$ cat config.mk
export PLATFORM = sky130hd
export DESIGN_NAME = display_source_sched
export DESIGN_NICKNAME = d
export VERILOG_FILES = /design/src/rtl/display_source_sched.sv
export SDC_FILE = /design/constraint.sdc
export NUM_CORES = 1
export LEC_CHECK = 0
export ABC_AREA = 1
export CORE_ASPECT_RATIO = 2
export CORE_UTILIZATION = 50
export CTS_CLUSTER_SIZE = 16
export DETAILED_ROUTE_END_ITERATION = 7
export GPL_TIMING_DRIVEN = 0
export PLACE_DENSITY = 0.73
export SLEW_MARGIN = 20
export SYNTH_ARGS = -nofsm -noshare
export SYNTH_HDL_FRONTEND = slang
export SYNTH_SLANG_ARGS = --single-unit
$ cat constraint.sdc
create_clock -name clk -period 1.5 [get_ports clk]
set_input_delay 0.375 -clock clk [delete_from_list [all_inputs] [get_ports clk]]
set_output_delay 0.375 -clock clk [all_outputs]
set_load 0.02 [all_outputs]
$ cat src/rtl/display_source_sched.sv
// Video source sequencer: picks which generator drives the colour mux,
// switches only at frame boundaries with black frames in between, and
// optionally cycles through the game sources on its own (attract mode).
module display_source_sched #(
    parameter int unsigned V_ACTIVE     = 480,
    parameter int unsigned BLANK_FRAMES = 4,
    parameter int unsigned AUTO_FRAMES  = 600,
    parameter int unsigned AUTO_LAST    = 3
) (
    input  logic        clk,
    input  logic        rst_b,
    input  logic [10:0] row,
    input  logic [2:0]  mode_req,
    input  logic        auto_en,
    output logic [2:0]  sel,
    output logic        force_black,
    output logic [7:0]  run_en,
    output logic        frame_tick,
    output logic        busy
);

    localparam logic [0:0]  ST_BLANK   = 1'b0;
    localparam logic [0:0]  ST_RUN     = 1'b1;

    localparam logic [10:0] ROW_BND    = 11'(V_ACTIVE);
    localparam logic [3:0]  BLANK_INIT = 4'(BLANK_FRAMES);
    localparam logic [11:0] AUTO_TOP   = 12'(AUTO_FRAMES - 1);
    localparam logic [2:0]  LAST_SRC   = 3'(AUTO_LAST);

    logic [0:0]  state_q, state_d;
    logic [10:0] row_q;
    logic        bnd;
    logic [2:0]  sel_d;
    logic [2:0]  pend_q, pend_d;
    logic [2:0]  req_q, req_d;
    logic [3:0]  cnt_q, cnt_d;
    logic [11:0] auto_q, auto_d;
    logic        req_stable;
    logic [2:0]  auto_next;
    logic        force_black_d;
    logic        busy_d;
    logic [7:0]  run_en_d;

    // Boundary is the first cycle the row counter sits on V_ACTIVE, so a
    // row that lingers there yields a single tick.
    assign bnd        = (row == ROW_BND) && (row_q != ROW_BND);
    // Request is trusted only once it matches the value seen at the previous tick.
    assign req_stable = (mode_req == req_q);
    // Any source above the attract range (entered manually) wraps back to 0.
    assign auto_next  = (sel >= LAST_SRC) ? 3'd0 : sel + 3'd1;

    // Next-state logic; all sequencing decisions are taken on frame_tick.
    always_comb begin
        state_d = state_q;
        sel_d   = sel;
        pend_d  = pend_q;
        req_d   = req_q;
        cnt_d   = cnt_q;
        auto_d  = auto_q;

        if (frame_tick) begin
            req_d = mode_req;
            case (state_q)
                ST_RUN: begin
                    if (!auto_en) begin
                        if (req_stable && (mode_req != sel)) begin
                            state_d = ST_BLANK;
                            pend_d  = mode_req;
                            cnt_d   = BLANK_INIT;
                        end
                    end else if (auto_q == AUTO_TOP) begin
                        state_d = ST_BLANK;
                        pend_d  = auto_next;
                        cnt_d   = BLANK_INIT;
                    end else begin
                        auto_d = auto_q + 12'd1;
                    end
                end
                default: begin
                    // A fresh manual target during blanking restarts the black period.
                    if (!auto_en && req_stable && (mode_req != pend_q)) begin
                        pend_d = mode_req;
                        cnt_d  = BLANK_INIT;
                    end else if (cnt_q == 4'd1) begin
                        state_d = ST_RUN;
                        sel_d   = pend_q;
                        auto_d  = '0;
                    end else begin
                        cnt_d = cnt_q - 4'd1;
                    end
                end
            endcase
        end

        if (!auto_en) begin
            auto_d = '0;
        end
    end

    // Output decode from the next state so outputs stay aligned with state_q.
    always_comb begin
        force_black_d = (state_d != ST_RUN);
        busy_d        = (state_d != ST_RUN);
        run_en_d      = (state_d == ST_RUN) ? (8'h01 << sel_d) : 8'h00;
    end

    // State and output registers with synchronous reset.
    always_ff @(posedge clk) begin
        if (!rst_b) begin
            state_q     <= ST_BLANK;
            row_q       <= '0;
            frame_tick  <= 1'b0;
            sel         <= '0;
            pend_q      <= '0;
            req_q       <= '0;
            cnt_q       <= BLANK_INIT;
            auto_q      <= '0;
            force_black <= 1'b1;
            run_en      <= '0;
            busy        <= 1'b1;
        end else begin
            state_q     <= state_d;
            row_q       <= row;
            frame_tick  <= bnd;
            sel         <= sel_d;
            pend_q      <= pend_d;
            req_q       <= req_d;
            cnt_q       <= cnt_d;
            auto_q      <= auto_d;
            force_black <= force_black_d;
            run_en      <= run_en_d;
            busy        <= busy_d;
        end
    end

endmodule

==> flow_metrics.env, run 1 <==
export IMPL_hp_class="primary input to register"
export IMPL_peakVddDrop_mv=0.689
export IMPL_violations="negative setup slack"
export IMPL_start_util_pct=52.6
export IMPL_synth_main_ff_cell="dfxtp_1"
export IMPL_synth_edf_count=0
export IMPL_p_leak_nw=1.31
export IMPL_yosys_warnings=0
export IMPL_max_slew_margin_pct=49.8
export IMPL_firstDrtPassIters=4
export IMPL_synth_area_mm2=0.00244
export IMPL_fin_util_pct=69.5
export IMPL_worstPathRequired_ns=1.71
export IMPL_r2r_setup_slack_ns=-0.09
export IMPL_grt_overflow=0
export IMPL_yosys_area_top_type="dfxtp_1"
export IMPL_place_area_mm2=0.00282
export IMPL_grt_pass1_wl_um=9430
export IMPL_layout_min_cycle_time_ns=1.59
export IMPL_clockBufferDepth=2
export IMPL_fmax_ghz=0.628
export IMPL_place_inst=437
export IMPL_gp_congestion=0.796
export IMPL_cts_buffers_inserted=5
export IMPL_worstSetupPathType="register to register"
export IMPL_ys_top_cells_by_area="dfxtp_1 39%, nand2_1 16%, nor2_1 7.4%, inv_1 5.8%, nand3_1 4.1%"
export IMPL_antenna_found_initial=0
export IMPL_final_hold_violation_count=0
export IMPL_yosysUniqueCellTypes=31
export IMPL_period_share_pct=106
export IMPL_grt_start_max_net_pins=16
export IMPL_insertion_delay_ns=0.30
export IMPL_grt_use_total_pct=24.2
export IMPL_drt_iter0_drc=49
export IMPL_cts_sinks=47
export IMPL_tightest_slew_ns=0.753
export IMPL_core_rowCount=35
export IMPL_pin_count=31
export IMPL_syn_nets=373
export IMPL_remaining_drc_errors=0
export IMPL_p_sw_mw=0.512
export IMPL_end_kind="register"
export IMPL_fin_skew_ns=0.0110
export IMPL_drv_slew=0
export IMPL_grt_pass1_vias=2341
export IMPL_synth_cells=352
export IMPL_clk_pin_slew_ns=0.09
export IMPL_synthTopCellsByCount="103 x nand2_1, 48 x nor2_1, 47 x dfxtp_1"
export IMPL_fin_hold_ws_ns=0.414
export IMPL_cts_root_buffer="clkbuf_8"
export IMPL_final_layout_size_suffix_gt1_share_pct=28.0
export IMPL_status="finished, violations left"
export IMPL_die_w_um=51.4
export IMPL_rsz0062_at_grt="true"
export IMPL_synth_seq_cells=47
export IMPL_internal_power_mw=1.65
export IMPL_detail_route_antenna_nets=0
export IMPL_fin_cells=459
export IMPL_power_switching_share_pct=23.7
export IMPL_wirelength_um=6080
export IMPL_die_area_mm2=0.00518
export IMPL_yosysMostFrequentCell="nand2_1"
export IMPL_reg2reg_depth=9
export IMPL_setup_viol=23
export IMPL_wl_per_cell_um=13.2
export IMPL_hold_path_cell_count=3
export IMPL_final_nets=424
export IMPL_async_flop_share_pct=0
export IMPL_finalSetupTns_ns=-1.38
export IMPL_start_kind="register"
export IMPL_worstPathArrival_ns=1.80
export IMPL_htree_levels=2
export IMPL_synth_area_per_cell_um2=6.93
export IMPL_numPortBuffers=30
export IMPL_setup_slack_ns=-0.0912
export IMPL_cap_violations=0
export IMPL_chipHeight_um=101
export IMPL_core_area_mm2=0.00464
export IMPL_p_clk_share_pct=34.9
export IMPL_area_delta_synth_final_pct=32.3
export IMPL_postLayoutCellArea_mm2=0.00323
export IMPL_vias_per_cell=5.22
export IMPL_cts_tree="yes"
export IMPL_path_max_fanout=5
export IMPL_ys_seq_area_share_pct=38.6
export IMPL_dr_total_vias=2395
export IMPL_pwr_density_cell_mw_per_mm2=669
export IMPL_combinationalPowerShare_pct=6.6
export IMPL_antenna_diode_count=0
export IMPL_hpwl_um=4200
export IMPL_p_seq_share_pct=58.5
export IMPL_yosysTopAreaCellShare_pct=38.6
==> registers in the layout (all words and copies together), names as in the netlist <==
name        flops
auto_q         12
row_q          11
run_en          8
cnt_q           4
pend_q          3
req_q           3
sel             3
busy            1
frame_tick      1
state_q         1
==> worst max-delay path, stage by stage, from the launching register on <==
cell,delay (ns)
dfxtp_2,0.41
nand2_1,0.07
nor2_1,0.19
nand3_4,0.12
a21oi_4,0.17
nand2_4,0.09
nor2_4,0.18
nor2_4,0.09
nand2_4,0.12
nor2_1,0.05
==> timing repair <==
action	CTS	global route
gates resized for setup	77	25
endpoints found under the setup margin	46	44
hold buffers	0	0
setup buffers	13	0
endpoints found under the hold margin	0	0
pin swaps	16	5
cloned	1	0
==> final cells by class <==
type | instances | area (um^2)
clock inverters | 3 | 20.0
repair buffers | 44 | 408
flip-flops and latches | 47 | 962
plain buffers | 10 | 70.1
well taps | 55 | 68.8
clock buffers | 5 | 68.8
multi-input cells | 252 | 1470
fillers | 420 | 1420
inverters | 43 | 161
==> cell usage in the layout (no fill, tap or decap), drive strengths merged, types with 8 or more instances in the layout <==
master,count
clkdlybuf4s50,12
a21oi,19
nand2,112
nand4,8
buf,21
nor2,55
dfxtp,47
inv,43
nand3,23
xor2,8
dlygate4sd2,13
clkbuf,9
==> power groups by stage <==
stage	combinational (mW)	clock, mW	sequential, mW
finish	0.142	0.754	1.26
global route	0.157	0.832	1.27
CTS	0.140	0.770	1.26
detailed placement	0.134	0	1.30
global placement	0.132	0	1.30
floorplan	0.0647	0	1.29
==> metal layers <==
metal	global-route usage [%]	up-vias	part of all wire, %	wire length [um]
met5	0	-	0	0
met4	15.6	0	4.4	267
met3	4.07	27	3.1	190
met2	47.1	64	56	3430
met1	21.0	1104	36	2190
li1	-	1200	-	-
==> per-stage QoR <==
step	setup WS [ns]	power, mW
finish	-0.0912	2.16
global route	-0.167	2.26
CTS	-0.0713	2.17
detailed placement	-0.662	1.43
global placement	-0.628	1.43
floorplan	0.00318	1.36
==> final timing paths <==
| kind | startpoint | endpoint |
|---|---|---|
| worst min-delay path | mode_req[2] | req_q[2]$_SDFFE_PN0P_ |
| worst max-delay path | auto_q[6]$_SDFFE_PN0P_ | run_en[3]$_SDFF_PP0_ |
| worst max register to register | auto_q[6]$_SDFFE_PN0P_ | run_en[3]$_SDFF_PP0_ |
| worst min register to register | cnt_q[1]$_SDFFE_PN0P_ | cnt_q[1]$_SDFFE_PN0P_ |
==> cell families (layout without fill, tap and decap cells) <==
logic type | after synthesis | in the layout | share of synthesized area, %
DFF | 47 | 47 | 38.6
xor gates and xnor gates | 12 | 12 | 4.31
and+or+nand+nor | 209 | 209 | 39.7
AOI/OAI and AO/OA | 27 | 27 | 6.41
adders and majority gates | 4 | 4 | 2.05
buffers and inverters | 53 | 105 | 8.92
No activity file was read; power rests on OpenSTA's default activity.
==> run 2: changes to the inputs <==
--- a/config.mk
+++ b/config.mk
@@ -12,6 +12,7 @@
 export DETAILED_ROUTE_END_ITERATION = 7
 export GPL_TIMING_DRIVEN = 0
 export PLACE_DENSITY = 0.73
+export RECOVER_POWER = 100
 export SLEW_MARGIN = 20
 export SYNTH_ARGS = -nofsm -noshare
 export SYNTH_HDL_FRONTEND = slang
==> flow_metrics.env, run 2 (synthesized netlist as in run 1, its figures left out) <==
export IMPL_pre_cts_ws_ns=-0.662
export IMPL_violations="negative setup slack"
export IMPL_peakVddDrop_mv=0.689
export IMPL_r2r_end="run_en[3]$_SDFF_PP0_"
export IMPL_final_cell_mix="88 x nand2_1, 39 x nor2_1, 37 x inv_1, 32 x dfxtp_1, 17 x nand3_1"
export IMPL_wl_per_cell_um=13.0
export IMPL_wl_met1_um=2120
export IMPL_cts_buffers_inserted=5
export IMPL_hp_start="mode_req[2]"
export IMPL_wirelength_um=5990
export IMPL_path_max_fanout=5
export IMPL_setup_slack_ns=-0.0897
export IMPL_final_layout_size_suffix_gt1_share_pct=27.7
export IMPL_final_hold_violation_count=0
export IMPL_fin_hold_ws_ns=0.410
export IMPL_max_slew_margin_pct=49.7
export IMPL_hp_class="primary input to register"
export IMPL_start_kind="register"
export IMPL_postLayoutCellArea_mm2=0.00322
export IMPL_cp_slowest_cell="dfxtp_4"
export IMPL_largest_reg_flops=12
export IMPL_reg2reg_depth=10
export IMPL_hold_buffers=0
export IMPL_cap_violations=0
export IMPL_largest_register="auto_q"
export IMPL_clk_pin_slew_ns=0.09
export IMPL_p_clk_share_pct=34.8
export IMPL_chipHeight_um=101
export IMPL_dr_total_vias=2399
export IMPL_worstSetupPathType="register to register"
export IMPL_grt_overflow=0
export IMPL_p_total_mw=2.15
export IMPL_drv_slew=0
export IMPL_p_sw_mw=0.507
export IMPL_numPortBuffers=30
export IMPL_combinationalPowerShare_pct=6.6
export IMPL_grt_start_max_net_pins=16
export IMPL_cts_tree="yes"
export IMPL_rsz0062_at_grt="true"
export IMPL_grt_use_total_pct=24.2
export IMPL_worstPathArrival_ns=1.80
export IMPL_antenna_found_initial=0
export IMPL_area_delta_synth_final_pct=32.2
export IMPL_p_leak_nw=1.31
export IMPL_final_common_cell="nand2_1"
export IMPL_power_switching_share_pct=23.5
export IMPL_end_kind="register"
export IMPL_cts_root_buffer="clkbuf_8"
export IMPL_cp_buffers_inverters=0
export IMPL_final_nets=424
export IMPL_worstHoldEndpoint="req_q[2]$_SDFFE_PN0P_"
export IMPL_r2r_start="auto_q[0]$_SDFFE_PN0P_"
export IMPL_clockBufferDepth=2
export IMPL_htree_levels=2
export IMPL_dr_wl_met2_um=3390
export IMPL_grt_pass1_vias=2341
export IMPL_cp_top_family="simple AND/OR/NAND/NOR gates"
export IMPL_fmax_ghz=0.629
export IMPL_grt_pass1_wl_um=9430
export IMPL_pwr_density_cell_mw_per_mm2=668
export IMPL_status="finished, violations left"
export IMPL_detail_route_antenna_nets=0
export IMPL_start_util_pct=52.6
export IMPL_hold_path_cell_count=3
export IMPL_p_seq_share_pct=58.7
export IMPL_internal_power_mw=1.65
export IMPL_dr_wl_met3_um=167
export IMPL_antenna_diode_count=0
export IMPL_core_rowCount=35
export IMPL_place_area_mm2=0.00282
export IMPL_die_w_um=51.4
export IMPL_core_area_mm2=0.00464
export IMPL_vias_per_cell=5.23
export IMPL_tightest_slew_ns=0.755
export IMPL_reg_top3="auto_q: 12 flops, row_q: 11 flops, run_en: 8 flops"
export IMPL_cp_num_cells=10
export IMPL_gp_congestion=0.796
export IMPL_insertion_delay_ns=0.30
export IMPL_drt_iter0_drc=46
export IMPL_die_area_mm2=0.00518
export IMPL_cts_sinks=47
export IMPL_hpwl_um=4200
export IMPL_top_layer="met4"
export IMPL_firstDrtPassIters=4
export IMPL_remaining_drc_errors=0
export IMPL_fin_skew_ns=0.0107
export IMPL_pin_count=31
export IMPL_worstPathRequired_ns=1.71
export IMPL_max_stage_delay_ns=0.37
export IMPL_period_share_pct=106
export IMPL_r2r_setup_slack_ns=-0.09
export IMPL_setup_viol=25
export IMPL_layout_min_cycle_time_ns=1.59
export IMPL_crit_chain="ha_4 > nand2_4 > nor2_4 > nand3_4 > a21oi_4 > nand2_4 > nor2_4 > nor2_4 > nand2_4 > nor2_1"
run 2: worst register-to-register path, delay by kind of cell (launching register included):
kind            cells  cell delay (ns)
flops               1             0.37
compound gates      1             0.17
fa+ha+maj           1             0.14
simple gates        8             0.83
run 2: metal layers:
metal | up-vias | track usage [%]
met5 | - | 0
met4 | 0 | 15.6
met3 | 29 | 4.07
met2 | 62 | 47.1
met1 | 1109 | 21.0
li1 | 1199 | -
run 2: worst max-delay path by stage:
stage	slack [ns]	from	end
floorplan	0.003	auto_q[0]$_SDFFE_PN0P_	run_en[0]$_SDFF_PP0_
global placement	-0.63	mode_req[0]	cnt_q[2]$_SDFFE_PN1P_
detailed placement	-0.66	mode_req[2]	run_en[0]$_SDFF_PP0_
CTS	-0.07	auto_q[0]$_SDFFE_PN0P_	run_en[1]$_SDFF_PP0_
global route	-0.17	auto_q[1]$_SDFFE_PN0P_	run_en[1]$_SDFF_PP0_
finish	-0.09	auto_q[0]$_SDFFE_PN0P_	run_en[3]$_SDFF_PP0_
run 2: power groups by stage:
stage                     clock network, mW  logic, mW  registers, mW
after floorplan                           0     0.0647           1.29
after global placement                    0      0.132           1.30
after detailed placement                  0      0.134           1.30
after CTS                             0.770      0.140           1.26
after global routing                  0.832      0.156           1.27
final                                 0.750      0.141           1.26
run 2: final cells by class:
type	instances	area, um^2
Buffer	10	68.8
Clock buffer	5	68.8
Clock inverter	3	20.0
Fill cell	422	1420
Inverter	43	161
Multi-Input combinational cell	252	1470
Sequential cell	47	962
Tap cell	55	68.8
Timing Repair Buffer	44	407
run 2: what timing repair did:
item | 4_1_cts | 5_1_grt
gates cloned | 1 | 0
endpoints found under the setup margin | 46 | 44
buffers inserted | 13 | 0
pin swaps | 16 | 5
resized for setup | 77 | 25
run 2: metrics by stage:
stage / utilization, % / std cells / TNS, ns
after global placement: 60.8 / 437 / -20.56
after CTS: 68.1 / 459 / -0.762
final: 69.5 / 459 / -1.38
after floorplan: - / 352 / 0
after detailed placement: 60.8 / 437 / -21.10
after global routing: 69.5 / 459 / -4.59
